$ cat src/rtl/dm_arbiter_if.sv
// Bundle for the data-memory arbiter: per-core request side plus shared DM port.
// The lock vector is present only when DM_ARB_LOCK_EN is defined.
interface dm_arbiter_if #(
  parameter int N_CORES = 4,
  parameter int ADDR_W  = 16,
  parameter int DATA_W  = 16
);
  logic [N_CORES-1:0]        req;
  logic [N_CORES-1:0]        we;
  logic [N_CORES*ADDR_W-1:0] addr;
  logic [N_CORES*DATA_W-1:0] wdata;
  logic [N_CORES-1:0]        gnt;
  logic [N_CORES-1:0]        done;
  logic [DATA_W-1:0]         rdata;
  logic                      mem_en;
  logic                      mem_we;
  logic [ADDR_W-1:0]         mem_addr;
  logic [DATA_W-1:0]         mem_wdata;
  logic [DATA_W-1:0]         mem_rdata;
`ifdef DM_ARB_LOCK_EN
  logic [N_CORES-1:0]        lock;
`endif

  // Handshake: req is a level sampled only while the arbiter is idle; gnt is a
  // one-cycle pulse marking the DM access cycle, done a one-cycle pulse marking
  // completion (rdata valid with it for reads). One access outstanding at a time.
  modport slave (
`ifdef DM_ARB_LOCK_EN
    input  lock,
`endif
    input  req, we, addr, wdata, mem_rdata,
    output gnt, done, rdata, mem_en, mem_we, mem_addr, mem_wdata
  );

  modport master (
`ifdef DM_ARB_LOCK_EN
    output lock,
`endif
    output req, we, addr, wdata, mem_rdata,
    input  gnt, done, rdata, mem_en, mem_we, mem_addr, mem_wdata
  );
endinterface

$ cat src/rtl/dm_arbiter.sv
// Round-robin arbiter sharing one data-memory port among N_CORES cores.
// Optional DM_ARB_LOCK_EN: lock[owner] keeps arbitration on the owner for atomic RMW.
module dm_arbiter #(
  parameter int N_CORES = 4,
  parameter int ADDR_W  = 16,
  parameter int DATA_W  = 16
) (
  input  logic        clk,
  input  logic        rstn,
  dm_arbiter_if.slave bus,
  output logic [1:0]  dbg_state
);
  localparam int PW = (N_CORES > 1) ? $clog2(N_CORES) : 1;
  localparam logic [N_CORES-1:0] ONE = N_CORES'(1);

  typedef enum logic [1:0] {IDLE = 2'd0, ACCESS = 2'd1, RDWAIT = 2'd2} state_t;

  state_t              state_q, state_d;
  logic [PW-1:0]       ptr_q, ptr_d, owner_q, owner_d, win;
  logic [N_CORES-1:0]  gnt_q, gnt_d, done_q, done_d, cand;
  logic                mem_en_q, mem_en_d, mem_we_q, mem_we_d, found;
  logic [ADDR_W-1:0]   mem_addr_q, mem_addr_d;
  logic [DATA_W-1:0]   mem_wdata_q, mem_wdata_d, rdata_q, rdata_d;
  int                  idx;
`ifdef DM_ARB_LOCK_EN
  logic                owner_ok_q, owner_ok_d;
`endif

  // Winner search starts just after the last winner and wraps around.
  always_comb begin
    cand  = bus.req;
`ifdef DM_ARB_LOCK_EN
    if (owner_ok_q && bus.lock[owner_q]) cand = bus.req & (ONE << owner_q);
`endif
    found = 1'b0;
    win   = ptr_q;
    idx   = 0;
    for (int k = 1; k <= N_CORES; k++) begin
      idx = int'(ptr_q) + k;
      if (idx >= N_CORES) idx = idx - N_CORES;
      if (!found && cand[PW'(idx)]) begin
        found = 1'b1;
        win   = PW'(idx);
      end
    end
  end

  always_comb begin
    state_d     = state_q;
    ptr_d       = ptr_q;
    owner_d     = owner_q;
    gnt_d       = '0;
    done_d      = '0;
    mem_en_d    = 1'b0;
    mem_we_d    = 1'b0;
    mem_addr_d  = mem_addr_q;
    mem_wdata_d = mem_wdata_q;
    rdata_d     = rdata_q;
`ifdef DM_ARB_LOCK_EN
    owner_ok_d  = owner_ok_q;
`endif
    case (state_q)
      IDLE: begin
        if (found) begin
          state_d     = ACCESS;
          gnt_d       = ONE << win;
          mem_en_d    = 1'b1;
          mem_we_d    = bus.we[win];
          mem_addr_d  = bus.addr[win*ADDR_W +: ADDR_W];
          mem_wdata_d = bus.wdata[win*DATA_W +: DATA_W];
          ptr_d       = win;
          owner_d     = win;
`ifdef DM_ARB_LOCK_EN
          owner_ok_d  = 1'b1;
`endif
        end
      end
      ACCESS: begin
        if (mem_we_q) begin
          state_d = IDLE;
          done_d  = ONE << owner_q;
        end else begin
          state_d = RDWAIT;
        end
      end
      RDWAIT: begin
        rdata_d = bus.mem_rdata;
        done_d  = ONE << owner_q;
        state_d = IDLE;
      end
      default: state_d = IDLE;
    endcase
  end

  always_ff @(posedge clk or negedge rstn) begin
    if (!rstn) begin
      state_q     <= IDLE;
      ptr_q       <= PW'(N_CORES - 1);
      owner_q     <= '0;
      gnt_q       <= '0;
      done_q      <= '0;
      mem_en_q    <= 1'b0;
      mem_we_q    <= 1'b0;
      mem_addr_q  <= '0;
      mem_wdata_q <= '0;
      rdata_q     <= '0;
`ifdef DM_ARB_LOCK_EN
      owner_ok_q  <= 1'b0;
`endif
    end else begin
      state_q     <= state_d;
      ptr_q       <= ptr_d;
      owner_q     <= owner_d;
      gnt_q       <= gnt_d;
      done_q      <= done_d;
      mem_en_q    <= mem_en_d;
      mem_we_q    <= mem_we_d;
      mem_addr_q  <= mem_addr_d;
      mem_wdata_q <= mem_wdata_d;
      rdata_q     <= rdata_d;
`ifdef DM_ARB_LOCK_EN
      owner_ok_q  <= owner_ok_d;
`endif
    end
  end

  assign bus.gnt       = gnt_q;
  assign bus.done      = done_q;
  assign bus.rdata     = rdata_q;
  assign bus.mem_en    = mem_en_q;
  assign bus.mem_we    = mem_we_q;
  assign bus.mem_addr  = mem_addr_q;
  assign bus.mem_wdata = mem_wdata_q;
  assign dbg_state     = state_q;
endmodule

$ cat src/flat_wrapper.sv
// flat-port wrapper written by rule: the top's interface ports become plain ports
module dm_arbiter_flat 
#(
  parameter int N_CORES = 4,
  parameter int ADDR_W  = 16,
  parameter int DATA_W  = 16
)
  (clk, rstn, dbg_state, bus_req, bus_we, bus_addr, bus_wdata, bus_mem_rdata, bus_gnt, bus_done, bus_rdata, bus_mem_en, bus_mem_we, bus_mem_addr, bus_mem_wdata);
  dm_arbiter_if #(.N_CORES(N_CORES), .ADDR_W(ADDR_W), .DATA_W(DATA_W)) bus_i ();
  input  logic clk;
  input  logic rstn;
  output logic [1:0] dbg_state;
  input wire logic [$bits(bus_i.req)-1:0] bus_req;
  input wire logic [$bits(bus_i.we)-1:0] bus_we;
  input wire logic [$bits(bus_i.addr)-1:0] bus_addr;
  input wire logic [$bits(bus_i.wdata)-1:0] bus_wdata;
  input wire logic [$bits(bus_i.mem_rdata)-1:0] bus_mem_rdata;
  output wire logic [$bits(bus_i.gnt)-1:0] bus_gnt;
  output wire logic [$bits(bus_i.done)-1:0] bus_done;
  output wire logic [$bits(bus_i.rdata)-1:0] bus_rdata;
  output wire logic [$bits(bus_i.mem_en)-1:0] bus_mem_en;
  output wire logic [$bits(bus_i.mem_we)-1:0] bus_mem_we;
  output wire logic [$bits(bus_i.mem_addr)-1:0] bus_mem_addr;
  output wire logic [$bits(bus_i.mem_wdata)-1:0] bus_mem_wdata;
  assign bus_i.req = bus_req;
  assign bus_i.we = bus_we;
  assign bus_i.addr = bus_addr;
  assign bus_i.wdata = bus_wdata;
  assign bus_i.mem_rdata = bus_mem_rdata;
  assign bus_gnt = bus_i.gnt;
  assign bus_done = bus_i.done;
  assign bus_rdata = bus_i.rdata;
  assign bus_mem_en = bus_i.mem_en;
  assign bus_mem_we = bus_i.mem_we;
  assign bus_mem_addr = bus_i.mem_addr;
  assign bus_mem_wdata = bus_i.mem_wdata;
  dm_arbiter #(.N_CORES(N_CORES), .ADDR_W(ADDR_W), .DATA_W(DATA_W)) u_core (.clk(clk), .rstn(rstn), .bus(bus_i), .dbg_state(dbg_state));
endmodule
$ cat config.mk
export PLATFORM = sky130hd
export DESIGN_NAME = dm_arbiter_flat
export DESIGN_NICKNAME = d
export VERILOG_FILES = /design/src/rtl/dm_arbiter_if.sv /design/src/rtl/dm_arbiter.sv /design/src/flat_wrapper.sv
export SDC_FILE = /design/constraint.sdc
export NUM_CORES = 1
export LEC_CHECK = 0
export CORE_UTILIZATION = 36
export CTS_CLUSTER_DIAMETER = 200
export DETAILED_ROUTE_END_ITERATION = 10
export PLACE_DENSITY = 0.79
export SYNTH_ARGS = -nofsm -noshare
export SYNTH_HDL_FRONTEND = slang
export SYNTH_SLANG_ARGS = --single-unit
export TNS_END_PERCENT = 100
$ cat constraint.sdc
create_clock -name clk -period 1.9 [get_ports clk]
set_input_delay 0.285 -clock clk [delete_from_list [all_inputs] [get_ports clk]]
set_output_delay 0.285 -clock clk [all_outputs]
set_load 0.02 [all_outputs]
==> run summary, run 1 <==
Net Sw Frac -> 40.9%
Ys async rst share -> 100%
Worst Path Arrival -> 2.15 ns
Vias in the first global route -> 4304
Post-DP HPWL -> 9.77 mm
Pins Over Slew Limit -> 0
Tightest Pin Transition -> 0.433 ns
Htree depth -> 3
Cell Int Power -> 5970 uW
Area contributors post-synth -> dfrtp_1 (40%), mux2i_1 (8.8%), o211ai_2 (8.7%), a21o_1 (6.4%), o31ai_1 (6.2%)
First-pass DRT Iterations -> 4
Grt total ovfl -> 0
Pin count of the biggest net entering global routing -> 65
Max rail drop VDD -> 708 uV
Combinational share of power -> 63.4%
Seq/Total Area, Yosys -> 41.5%
# rows -> 37
Cell taking the most area after synthesis -> dfrtp_1
Number of flops mapped to enable cells by yosys -> 0
Crit path max fanout -> 32
Area Growth Syn to Fin -> 72.2%
Critical Path RT -> 2.16 ns
Fin. Hold Viols -> 0
Crit path time final -> 1.89 ns
Die area -> 11200 sq um
Core Box Area -> 10400 sq um
Skew-Pair Late Insertion Delay -> 0.35 ns
Root Driver -> clkbuf_8
Final wirelength -> 13.6 mm
Gate count of the mapped netlist -> 367
Post-synthesis cell type count -> 38
Die H -> 106 microns
Total GRT Usage -> 24.5%
Fmax achieved -> 0.529 GHz
Routed len/inst -> 18.6 microns
Sequential share of power -> 24.0%
Final Core Density -> 64.2%
Setup WS post-layout -> 0.00797 ns
TritonCTS Buffers -> 9
CP endpoint kind -> flip-flop
Pre-CTS setup slack -> -0.352 ns
Status -> finished clean
Area share of the largest cell type after synthesis -> 40.2%
DR DRC count -> 0
Final nets -> 748
Areal power density over the cells -> 1520 nW/um^2
Mapped Nets -> 524
Number of synthesized register bits -> 64
Slowest cell on the critical path -> dfstp_2
Clock network fraction of total power -> 12.6%
Post-Syn Area -> 3860 sq um
Sw Pwr -> 4130 uW
Most frequent cell after synthesis -> dfrtp_1
Initial antenna violation count -> 0
Ant diodes -> 0
Syn Area/Cell -> 10.5 sq um
Share of layout cells above drive strength 1 -> 19.3%
CTS tree -> yes
FILL cells -> 842
Pleak -> 0.00288 uW
DR iter-0 viols -> 159
Worst Setup Path Type -> flip-flop to flip-flop
Main flop type after synthesis -> dfrtp_1
Die W -> 106 microns
Worst path bufs/invs -> 1
Post-Route Skew -> 0.00931 ns
Vias -> 3989
Final Setup Violations -> 0
Maxcap violations -> 0
Unrepaired setup endpoints after global routing -> yes
Worst Hold Class -> input pin to flip-flop
CP Launch Type -> flip-flop
Max-slew headroom -> 71.1%
Starting density of the core -> 37.3%
Clock transition at path regs -> 0.07 ns
Worst path max stage delay -> 0.57 ns
Final period util -> 99.6%
Synth Warn # -> 0
First-pass GRT wire length -> 21.0 mm
Max clock buf depth -> 2
Routability cong. -> 0.762
Ports -> 214
DR vias/cell -> 5.45
Worst-path cell chain -> nand2b_4, and3_1, buf_4, o31ai_1, a21o_1, o211ai_1
Antenna-violating nets left -> 0
Post-synth top cells -> dfrtp_1 (62), nand2_1 (42), mux2i_1 (34)
IO Port Bufs -> 213
CTS sink cnt -> 64
Family with the most delay on the worst path -> flip-flops
cell usage in the layout (no fill, tap or decap), types with 3 or more instances in the layout:
cell and instances:
mux2i_2 4, clkinv_2 3, dfrtp_1 62, mux2_2 16, nand4_1 32, ha_1 3, nand2_1 42, a21oi_1 3
nor2_1 9, o211ai_1 5, o31ai_2 4, mux2i_1 30, o211ai_2 27, buf_4 23, clkbuf_8 9, a21o_1 33
o31ai_1 28, inv_1 3, clkdlybuf4s50_1 210, nand2b_1 3, buf_6 3, buf_12 7
path summary, 6_finish.rpt:
path | startpoint | endpoint | slack, ns | cells past startpoint
setup reg to reg | u_core.ptr_q[1] | u_core.bus.mem_addr[1] | 0.008 | 6
hold / removal | bus_req[2] | u_core.dbg_state[1] | 0.41 | 4
min in group asynchronous | rstn | u_core.bus.gnt[3] | 0.48 | 3
setup / recovery | u_core.ptr_q[1] | u_core.bus.mem_addr[1] | 0.008 | 6
hold reg to reg | u_core.owner_q[0] | u_core.bus.done[2] | 0.50 | 1
max in group asynchronous | rstn | u_core.ptr_q[1] | 1.07 | 3
cells by family after synthesis:
logic type | share of synthesized area [%]
AO/OA/AOI/OAI | 24.3
flip-flops | 41.5
multiplexers | 13.5
buffers and inverters | 6.18
AND/OR/NAND/NOR | 13.5
adder cells (fa/ha/maj) | 0.972
through the flow:
step	power [uW]	instance area (sq um)	std cells	hold WS [ns]	TNS, ns
2_1_floorplan	6000	3860	367	-0.0106	0
3_3_place_gp	8290	6280	711	0.325	-8.19
3_5_place_dp	8470	6280	711	0.330	-11.09
5_1_grt	10700	6650	732	0.431	-0.223
6_report	10100	6650	732	0.413	0
4_1_cts	9900	6540	729	0.496	-0.00498
power groups by stage:
stage	registers, uW	clock network, uW	logic, uW
after detailed placement	2430	0	6040
after global routing	2500	1350	6810
after CTS	2420	1290	6180
final	2420	1280	6400
after global placement	2410	0	5880
after floorplan	3080	0	2920
what timing repair did:
item,4_1_cts,5_1_grt
gates resized for setup,3,15
setup buffers,0,2
cloned,1,1
pin swaps,0,3
hold buffers,1,0
hold endpoints to repair,62,0
setup endpoints to repair,18,31
state kept, by name, summed over array words and instances (netlist names):
signal and flops:
u_core.bus.done 4, u_core.bus.gnt 4, u_core.bus.mem_addr 16, u_core.bus.mem_en 1, u_core.bus.mem_wdata 16, u_core.bus.mem_we 1, u_core.bus.rdata 16, u_core.dbg_state 2
u_core.owner_q 2, u_core.ptr_q 2
metal layers:
layer  vias up  GRT usage [%]  share of wire, %
met5         -              0                 0
met4         0           10.6               2.8
met3        29           5.26               6.6
met2       207           44.5                51
met1      1926           27.4                40
li1       1827              -                 -
layout make-up:
cell class                      count  area [sq um]  area share [%]
Clock buffer                       10           128            1.92
Clock inverter                      6          83.8            1.26
Inverter                            4          15.0           0.226
Multi-Input combinational cell    261          2080            31.2
Sequential cell                    64          1600            24.1
Tap cell                          136           170            2.56
Timing Repair Buffer              251          2580            38.7
worst min-delay path: stages:
cell            delay (ns)
dlymetal6s2s_1        0.18
nor4_1                0.11
nand2_1               0.07
o21ai_0               0.07
(Power assumes the default switching activity.)
==> inputs of run 2 (changes only) <==
- CAP_MARGIN: unset -> 10
- CTS_CLUSTER_DIAMETER: 200 -> unset
==> results of run 2 <==
No change in the layout: final DEF, timing and power equal those of run 1.
